**src/rtl/hex_entry_pkg.sv**
```systemverilog
`default_nettype none
// ============================================================================
// Module      : hex_entry_pkg
// Description : Shared FSM state encoding and constants for the hex entry block.
// Revision    : 1.0 - initial release
// ============================================================================
package hex_entry_pkg;

    typedef enum logic [1:0] {
        ST_EMPTY = 2'd0,
        ST_ENTRY = 2'd1,
        ST_FULL  = 2'd2
    } state_e;

    localparam logic [2:0]  DIGITS_FULL      = 3'd4;
    localparam logic [19:0] DEBOUNCE_DEFAULT = 20'd500000;

endpackage
`default_nettype wire

```
**src/rtl/hex_entry_key_debounce.sv**
```systemverilog
`default_nettype none
// ============================================================================
// Module      : key_debounce
// Description : 2-flop synchronizer, debounce counter and press (fall) pulse
//               for one raw active-low pushbutton.
// Revision    : 1.0 - initial release
// ============================================================================
module key_debounce
    import hex_entry_pkg::*;
#(
    parameter logic [19:0] DEBOUNCE_CYCLES = DEBOUNCE_DEFAULT
) (
    input  logic clock,
    input  logic resetn,
    input  logic key_n,
    output logic press
);

    logic [1:0]  sync_q, sync_d;
    logic        deb_q, deb_d;
    logic [19:0] cnt_q, cnt_d;

    always_comb begin
        sync_d = {sync_q[0], key_n};
        deb_d  = deb_q;
        cnt_d  = 20'd0;
        press  = 1'b0;
        // Count only while the synchronized level disagrees; any agreement restarts.
        if (sync_q[1] != deb_q) begin
            if (cnt_q == DEBOUNCE_CYCLES - 20'd1) begin
                deb_d = sync_q[1];
                press = deb_q;
            end else begin
                cnt_d = cnt_q + 20'd1;
            end
        end
    end

    always_ff @(posedge clock or negedge resetn) begin
        if (!resetn) begin
            sync_q <= 2'b11;
            deb_q  <= 1'b1;
            cnt_q  <= 20'd0;
        end else begin
            sync_q <= sync_d;
            deb_q  <= deb_d;
            cnt_q  <= cnt_d;
        end
    end

endmodule
`default_nettype wire

```
**src/rtl/hex_entry.sv**
```systemverilog
`default_nettype none
// ============================================================================
// Module      : hex_entry
// Description : Four-digit hex entry register driven by debounced enter/clear
//               pushbuttons, with a valid/ack handshake for completed values.
// Revision    : 1.0 - initial release
// ============================================================================
module hex_entry
    import hex_entry_pkg::*;
#(
    parameter logic [19:0] DEBOUNCE_CYCLES = DEBOUNCE_DEFAULT
) (
    input  logic        clock,
    input  logic        resetn,
    input  logic        key_enter_n,
    input  logic        key_clear_n,
    input  logic [3:0]  sw_digit,
    input  logic        value_ack,
    output logic [15:0] value,
    output logic        value_valid,
    output logic [2:0]  digit_count
);

    logic enter_evt;
    logic clear_evt;

    key_debounce #(.DEBOUNCE_CYCLES(DEBOUNCE_CYCLES)) u_enter_deb (
        .clock  (clock),
        .resetn (resetn),
        .key_n  (key_enter_n),
        .press  (enter_evt)
    );

    key_debounce #(.DEBOUNCE_CYCLES(DEBOUNCE_CYCLES)) u_clear_deb (
        .clock  (clock),
        .resetn (resetn),
        .key_n  (key_clear_n),
        .press  (clear_evt)
    );

    state_e      state_q, state_d;
    logic [15:0] value_q, value_d;
    logic [2:0]  count_q, count_d;
    logic        valid_q, valid_d;

    always_comb begin
        state_d = state_q;
        value_d = value_q;
        count_d = count_q;
        valid_d = valid_q;
        // Priority: clear, then acknowledge, then enter.
        if (clear_evt || (value_ack && state_q == ST_FULL)) begin
            state_d = ST_EMPTY;
            value_d = 16'h0000;
            count_d = 3'd0;
            valid_d = 1'b0;
        end else if (enter_evt && state_q != ST_FULL) begin
            value_d = {value_q[11:0], sw_digit};
            count_d = count_q + 3'd1;
            if (count_d == DIGITS_FULL) begin
                state_d = ST_FULL;
                valid_d = 1'b1;
            end else begin
                state_d = ST_ENTRY;
            end
        end
    end

    always_ff @(posedge clock or negedge resetn) begin
        if (!resetn) begin
            state_q <= ST_EMPTY;
            value_q <= 16'h0000;
            count_q <= 3'd0;
            valid_q <= 1'b0;
        end else begin
            state_q <= state_d;
            value_q <= value_d;
            count_q <= count_d;
            valid_q <= valid_d;
        end
    end

    assign value       = value_q;
    assign value_valid = valid_q;
    assign digit_count = count_q;

endmodule
`default_nettype wire

```
**config.mk**
```make
export PLATFORM = sky130hd
export DESIGN_NAME = hex_entry
export DESIGN_NICKNAME = d
export VERILOG_FILES = /design/src/rtl/hex_entry_pkg.sv /design/src/rtl/hex_entry_key_debounce.sv /design/src/rtl/hex_entry.sv
export SDC_FILE = /design/constraint.sdc
export NUM_CORES = 1
export LEC_CHECK = 0
export ABC_AREA = 1
export BUFFER_PORTS_ARGS = -buffer_cell sky130_fd_sc_hd__buf_2
export CORE_MARGIN = 4
export CORE_UTILIZATION = 53
export CTS_CLUSTER_DIAMETER = 60
export DETAILED_ROUTE_END_ITERATION = 7
export PLACE_DENSITY = 0.81
export SYNTH_ARGS = -nofsm -noshare
export SYNTH_HDL_FRONTEND = slang
export SYNTH_HIERARCHICAL = 1
export SYNTH_SLANG_ARGS = --single-unit
```
**constraint.sdc**
```tcl
create_clock -name clock -period 4.2 [get_ports clock]
set_input_delay 0.84 -clock clock [delete_from_list [all_inputs] [get_ports clock]]
set_output_delay 0.84 -clock clock [all_outputs]
set_load 0.05 [all_outputs]
```
Word-level counts from Yosys, hierarchy flattened
Cells that the tools add are included.
Cells by class
  $add $sub $neg: 3
  multiply operators: 0
  divide/modulo/power cells: 0
  magnitude comparators: 0
  equal/unequal tests: 7
  shifts and indexed selects: 0
  muxes and demuxes: 18
  bitwise logic cells: 0
  reductions and logical operators: 8
Operator list (count)
  2-to-1 mux 20 bit: 4
  adder 20 x 1 -> 20 bit (second input constant): 2
  equality test 20 x 19 -> 1 bit (second input constant): 2
  2-to-1 mux 16 bit: 2
  2-to-1 mux 1 bit: 7
  2-to-1 mux 2 bit: 3
  2-to-1 mux 3 bit: 2
  AND reduction 2 bit: 3
  nonzero test 2 bit: 2
  adder 3 x 1 -> 3 bit (second input constant): 1
  equality test 3 bit (second input constant): 1
  equality test 2 bit (second input constant): 1
  logical AND 1 bit: 2
  != test 1 bit: 2
  != test 2 bit (second input constant): 1
  logical OR 1 bit: 1
Storage, ports and cells
  flip-flop bits (word level): 68
  latch bits: 0
  memory bits (writable): 0
  memory bits (read-only): 0
  input port bits: 9
  output and inout port bits: 20
  word-level logic and storage cells: 46
  memories kept: 0

Depth between registers and ports, before layout
  depth after elaboration: 6
  mapped depth: 13
  depth with buffers taken out: 12

Cells and area by module
The synthesis kept the hierarchy.
Modules (own cells, without submodules)
  key_debounce: instances 2, cells each 170, area an instance 1318.8 um2, sequential area each 579.3 um2
  hex_entry: instances 1, cells each 107, area an instance 955.9 um2, sequential area each 550.5 um2

Worst setup path after synthesis
OpenSTA, ideal clock, no wires.
  path kind: reg-to-reg
  from: register u_enter_deb.cnt_q[0]
  to: register count_q[0] (netlist: digit_count[0])
  library setup time: 0.148 ns
  data arrival time: 1.681 ns
  data required time: 4.052 ns
  setup slack: 2.371 ns
  stages on the path, launching flop included: 12
  buffers on the path: 1
  period minus slack after synthesis: 1.829 ns
  cells stage by stage: dfrtp_1 ha_1 nand2_1 nor2_1 nand3_1 nor3_1 inv_1 a21oi_4 nor2_2 buf_6 nand2_1 o21ai_0
Between the ends
  word-level cells in the longest chain between the ends: 5
RTL lines
  from (decl): line hex_entry_key_debounce.sv:21  | logic [19:0] cnt_q, cnt_d;
  from (signal assigned): line hex_entry_key_debounce.sv:47  | cnt_q <= cnt_d;
  equality test 20 x 19 -> 1 bit: line hex_entry_key_debounce.sv:30  | if (cnt_q == DEBOUNCE_CYCLES - 20'd1) begin
  2-to-1 mux 1 bit: line hex_entry_key_debounce.sv:30
  2-to-1 mux 1 bit: line hex_entry_key_debounce.sv:29  | if (sync_q[1] != deb_q) begin
  net enter_evt: line hex_entry.sv:24  | logic enter_evt;
  logical AND 1 bit: line hex_entry.sv:57  | end else if (enter_evt && state_q != ST_FULL) begin
  nonzero test 2 bit (no source line)
  to (signal assigned): line hex_entry.sv:78  | count_q <= count_d;
  to (decl): line hex_entry.sv:43  | logic [2:0] count_q, count_d;
The timed path passes the listed nets, and every way through them passes these cells.
A chain may end at the register's enable or synchronous reset.

Worst setup path after layout
  from: register u_clear_deb.cnt_q[0]
  to: register value_q[12] (netlist: value[12])
Between the ends
  word-level cells in the longest chain between the ends: 5
  elaborated cells between the ends (all ways): 6
  classes of those cells: 1 x eq/ne; 3 x mux; 2 x reduce/logical
RTL lines
  from (decl): line hex_entry_key_debounce.sv:21
  from (signal assigned): line hex_entry_key_debounce.sv:47
  equality test 20 x 19 -> 1 bit (*): line hex_entry_key_debounce.sv:30
  2-to-1 mux 1 bit (*): line hex_entry_key_debounce.sv:30
  2-to-1 mux 1 bit (*): line hex_entry_key_debounce.sv:29
  net clear_evt: line hex_entry.sv:25  | logic clear_evt;
  logical OR 1 bit (*): line hex_entry.sv:52  | if (clear_evt || (value_ack && state_q == ST_FULL)) begin
  2-to-1 mux 16 bit / nonzero test 2 bit (equally long branches)
  to (signal assigned): line hex_entry.sv:77  | value_q <= value_d;
  to (decl): line hex_entry.sv:42  | logic [15:0] value_q, value_d;
Mark *: on every way through the listed nets, which the timed path passes. The rest lies on a longest branch.

==> impl_metrics.prom <==
# TYPE chip_impl_metric gauge
chip_impl_info{name="status",value="finished clean"} 1
chip_impl_metric{name="min_delay_path_depth",unit=""} 0
chip_impl_metric{name="first_global_vias",unit=""} 2816
chip_impl_metric{name="combinational_share_of_power",unit=""} 0.089
chip_impl_metric{name="drt.antenna.violating_nets",unit=""} 0
chip_impl_metric{name="post_drt_wl_per_cell",unit="um"} 12.6
chip_impl_metric{name="timing.max_slew.rel_slack",unit=""} 0.333
chip_impl_metric{name="core_area",unit="mm^2"} 0.00646
chip_impl_metric{name="htree_levels",unit=""} 3
chip_impl_metric{name="ys_ff_latch",unit=""} 68
chip_impl_metric{name="timing_hold_violations_final",unit=""} 0
chip_impl_metric{name="post-cts-setup-buffer-count",unit=""} 0
chip_impl_metric{name="grt_start_max_net_pins",unit=""} 45
chip_impl_metric{name="period_needed",unit="ns"} 2.21
chip_impl_metric{name="clkSinkCount",unit=""} 68
chip_impl_metric{name="final_setup_vio_count",unit=""} 0
chip_impl_metric{name="power.internal",unit="uW"} 930
chip_impl_metric{name="drt-vias-per-instance",unit=""} 5.14
chip_impl_metric{name="max-vdd-ir-drop",unit="V"} 0.000323
chip_impl_metric{name="place_congestion",unit=""} 0.934
chip_impl_info{name="cpMostUsedCell",value="nand2_1"} 1
chip_impl_info{name="path_cells",value="ha_1 > nand2_1 > nor2_1 > nand3_1 > nor3_1 > inv_1 > nand2_1 > nor2_2 > nand2_1 > nand2_1"} 1
chip_impl_info{name="library_cell_used_as_clock_root_buffer",value="clkbuf_8"} 1
chip_impl_metric{name="diodes",unit=""} 0
chip_impl_metric{name="die_h",unit="um"} 90.3
chip_impl_metric{name="clock.fmax",unit="MHz"} 453
chip_impl_metric{name="cts-hold-fix-buffers",unit=""} 0
chip_impl_metric{name="cts.reportedPaths.clkPinSlew",unit="ns"} 0.07
chip_impl_metric{name="critPathBufInv",unit=""} 1
chip_impl_metric{name="io-pin-count",unit=""} 29
chip_impl_metric{name="clock_power_share",unit=""} 0.372
chip_impl_metric{name="cts_repair_resizes",unit=""} 0
chip_impl_metric{name="ff2ff_setup_slack",unit="ns"} 1.99
chip_impl_metric{name="floorplan.initialDensity",unit=""} 0.556
chip_impl_metric{name="drv_slew",unit=""} 0
chip_impl_info{name="regToRegEndpoint",value="value[12]"} 1
chip_impl_metric{name="fp.dieArea",unit="mm^2"} 0.00816
chip_impl_metric{name="post_route_cells_drive_above_1_share",unit=""} 0.179
chip_impl_info{name="hold_worst_path_end",value="u_enter_deb/sync_q[1]"} 1
chip_impl_metric{name="final.setup.tns",unit="ns"} 0
chip_impl_info{name="synth_top_flop_cell",value="dfrtp_1"} 1
chip_impl_metric{name="gr-total-overflow",unit=""} 0
chip_impl_metric{name="grt_first_pass_wirelength",unit="um"} 12600
chip_impl_metric{name="critPathRequiredTime",unit="ns"} 4.48
chip_impl_metric{name="routed_wl",unit="um"} 7090
chip_impl_info{name="slowest_cell_on_crit_path",value="nor2_2"} 1
chip_impl_metric{name="grt_antenna_before_repair",unit=""} 0
chip_impl_metric{name="critical-path-max-stage-delay",unit="ns"} 0.55
chip_impl_info{name="hp-class",value="register to register"} 1
chip_impl_metric{name="port_buffers",unit=""} 28
chip_impl_metric{name="die_width",unit="um"} 90.3
chip_impl_metric{name="layout.filler_cells",unit=""} 560
chip_impl_metric{name="hpwlAfterDp",unit="um"} 5120
chip_impl_metric{name="layout-area-overhead-vs-synth",unit="%"} 10.1
chip_impl_metric{name="clk_path_buf_depth",unit=""} 2
chip_impl_metric{name="finalNetCount",unit=""} 495
chip_impl_metric{name="syn-cell-area",unit="mm^2"} 0.00359
chip_impl_metric{name="mean_syn_cell_area",unit="um^2"} 8.04
chip_impl_metric{name="power.share.switching",unit=""} 0.277
chip_impl_info{name="setup.worst_path.class",value="register to register"} 1
chip_impl_metric{name="reg2reg_depth",unit=""} 10
chip_impl_metric{name="dr.pass1.iters",unit=""} 5
chip_impl_info{name="cpLargestDelayFamily",value="simple AND/OR/NAND/NOR gates"} 1
chip_impl_metric{name="cts-buffers-inserted",unit=""} 9
chip_impl_info{name="tritoncts",value="done"} 1
chip_impl_metric{name="max_cap_viol",unit=""} 0
chip_impl_info{name="hold_path.startpoint",value="u_enter_deb/sync_q[0]"} 1
chip_impl_metric{name="postSynthNetCount",unit=""} 460
chip_impl_metric{name="number_of_design_rule_violations_left_by_the_first_detailed_router_iteration",unit=""} 193
chip_impl_metric{name="worst_skew",unit="ns"} 0.00673
chip_impl_metric{name="synth_cells",unit=""} 447
chip_impl_metric{name="vias",unit=""} 2897
chip_impl_metric{name="placementRows",unit=""} 29
chip_impl_metric{name="final_design_area_no_fill",unit="mm^2"} 0.00396
chip_impl_info{name="timing.critical_path.to_type",value="register"} 1
chip_impl_info{name="ys_top_cells_by_count",value="nand2_1, nor2_1, dfrtp_1"} 1
chip_impl_info{name="netlist_top_cells_area",value="dfrtp_1, nand2_1, nor2_1, dfstp_2, nand3_1"} 1
chip_impl_info{name="netlist.top_cell.by_area",value="dfrtp_1"} 1
chip_impl_metric{name="yosys_warnings",unit=""} 6
chip_impl_metric{name="post-route-drc-count",unit=""} 0
chip_impl_info{name="worst_r2r_startpoint",value="u_clear_deb/cnt_q[0]"} 1
chip_impl_metric{name="synth_largest_type_area_fraction",unit=""} 0.432
chip_impl_metric{name="synth.yosys.seq_area_share",unit=""} 0.476
chip_impl_metric{name="worst_skew_pair.late_latency",unit="ns"} 0.34
chip_impl_metric{name="power_frac_seq",unit=""} 0.539
chip_impl_metric{name="fin_crit_sh",unit=""} 0.526
chip_impl_metric{name="global_route.usage.total",unit=""} 0.188
chip_impl_metric{name="timing.critical_path.arrival",unit="ns"} 2.49
chip_impl_metric{name="synth-edff-count",unit=""} 0
chip_impl_metric{name="cellPowerDensity",unit="mW/mm^2"} 325
chip_impl_metric{name="placedInstanceArea",unit="mm^2"} 0.00378
chip_impl_metric{name="tightestPinTransition",unit="ns"} 1.00
chip_impl_metric{name="synth_cell_type_count",unit=""} 28
chip_impl_metric{name="switching_power",unit="uW"} 356
chip_impl_metric{name="power.leakage",unit="uW"} 0.00185
chip_impl_metric{name="cp_max_fo",unit=""} 20
chip_impl_info{name="rsz0062_at_grt",value="no"} 1
chip_impl_info{name="crit_path_start_kind",value="register"} 1
chip_impl_metric{name="synth_async_sr_flop_share",unit=""} 1.00
chip_impl_info{name="most_used_standard_cell_by_instance_count_after_synthesis",value="nand2_1"} 1
## layout make-up
cell class	instances	area [um^2]	area share
Multi-Input combinational cell	337	1690	0.427
Clock inverter	4	25.0	0.00633
Sequential cell	68	1710	0.432
Inverter	37	141	0.0357
Timing Repair Buffer	29	148	0.0373
Clock buffer	12	145	0.0367
Tap cell	77	96.3	0.0244
## flip-flops by register name, indices dropped and copies added (netlist names)
name	count
u_clear_deb/cnt_q	20
u_enter_deb/cnt_q	20
value	16
digit_count	3
state_q	2
u_clear_deb/sync_q	2
u_enter_deb/sync_q	2
u_clear_deb/deb_q	1
u_enter_deb/deb_q	1
value_valid	1
## kinds of logic after synthesis
family | share of synthesized area
flip-flops | 0.476
AND/OR/NAND/NOR | 0.379
AO/OA/AOI/OAI | 0.0240
buffers and inverters | 0.0540
adder cells (fa/ha/maj) | 0.0139
XOR/XNOR | 0.0536
## power groups by stage
stage	combinational (uW)	clock [uW]	sequential [uW]
floorplan	34.6	0	747
global placement	114	0	704
detailed placement	117	0	704
CTS	117	486	693
global route	127	519	696
finish	115	478	693
## how the worst max path moves through the flow
stage / startpoint / to / slack (ns) / depth (start not counted)
detailed placement: u_clear_deb/cnt_q[0] / value[12] / 1.98 / 10
global route: u_clear_deb/cnt_q[0] / value[5] / 1.72 / 10
global placement: u_clear_deb/cnt_q[0] / digit_count[1] / 2.06 / 10
finish: u_clear_deb/cnt_q[0] / value[12] / 1.99 / 10
CTS: u_clear_deb/cnt_q[0] / value[12] / 1.97 / 10
floorplan: u_enter_deb/cnt_q[0] / digit_count[0] / 2.37 / 11
## layer usage
metal / track usage / up-vias / share of wire
li1: - / 1440 / -
met1: 0.250 / 1368 / 0.45
met2: 0.297 / 80 / 0.48
met3: 0.0500 / 9 / 0.056
met4: 0.0663 / 0 / 0.014
met5: 0 / - / 0
## metrics by stage
| stage | cells | setup slack (ns) | hold WS [ns] | utilization | power (uW) |
|---|---|---|---|---|---|
| after detailed placement | 548 | 1.98 | 0.347 | 0.586 | 821 |
| final | 564 | 1.99 | 0.353 | 0.612 | 1290 |
| after global routing | 564 | 1.72 | 0.361 | 0.612 | 1340 |
| after floorplan | 447 | 2.37 | 0.345 | - | 782 |
| after global placement | 548 | 2.06 | 0.346 | 0.586 | 818 |
| after CTS | 564 | 1.97 | 0.354 | 0.612 | 1300 |
## layout by cell type, fill, tap and decap left out
cell	count
and2_1	3
xnor2_1	10
nor3b_1	2
buf_4	1
and2_0	2
nor2_1	88
clkinv_2	2
nor2_4	12
a21oi_1	6
clkbuf_1	2
nor2_2	7
nand3_1	30
xor2_1	12
nand2_4	5
a21oi_4	1
o21ai_1	3
nor3_2	2
nand2_1	130
inv_1	35
nand3b_1	2
o21ai_0	5
dfrtp_1	62
clkbuf_8	10
ha_1	4
dfstp_2	6
nand2_2	9
clkinvlp_4	2
nor3_1	4
inv_4	1
buf_2	28
inv_2	1
## worst register-to-register path, delay by kind of cell (launching register included)
kind                     cells  cell delay (ns)
AND/OR/NAND/NOR              8             1.40
flip-flops                   1             0.39
buffers and inverters        1             0.12
adder cells (fa/ha/maj)      1             0.23
(Power assumes the default switching activity.)
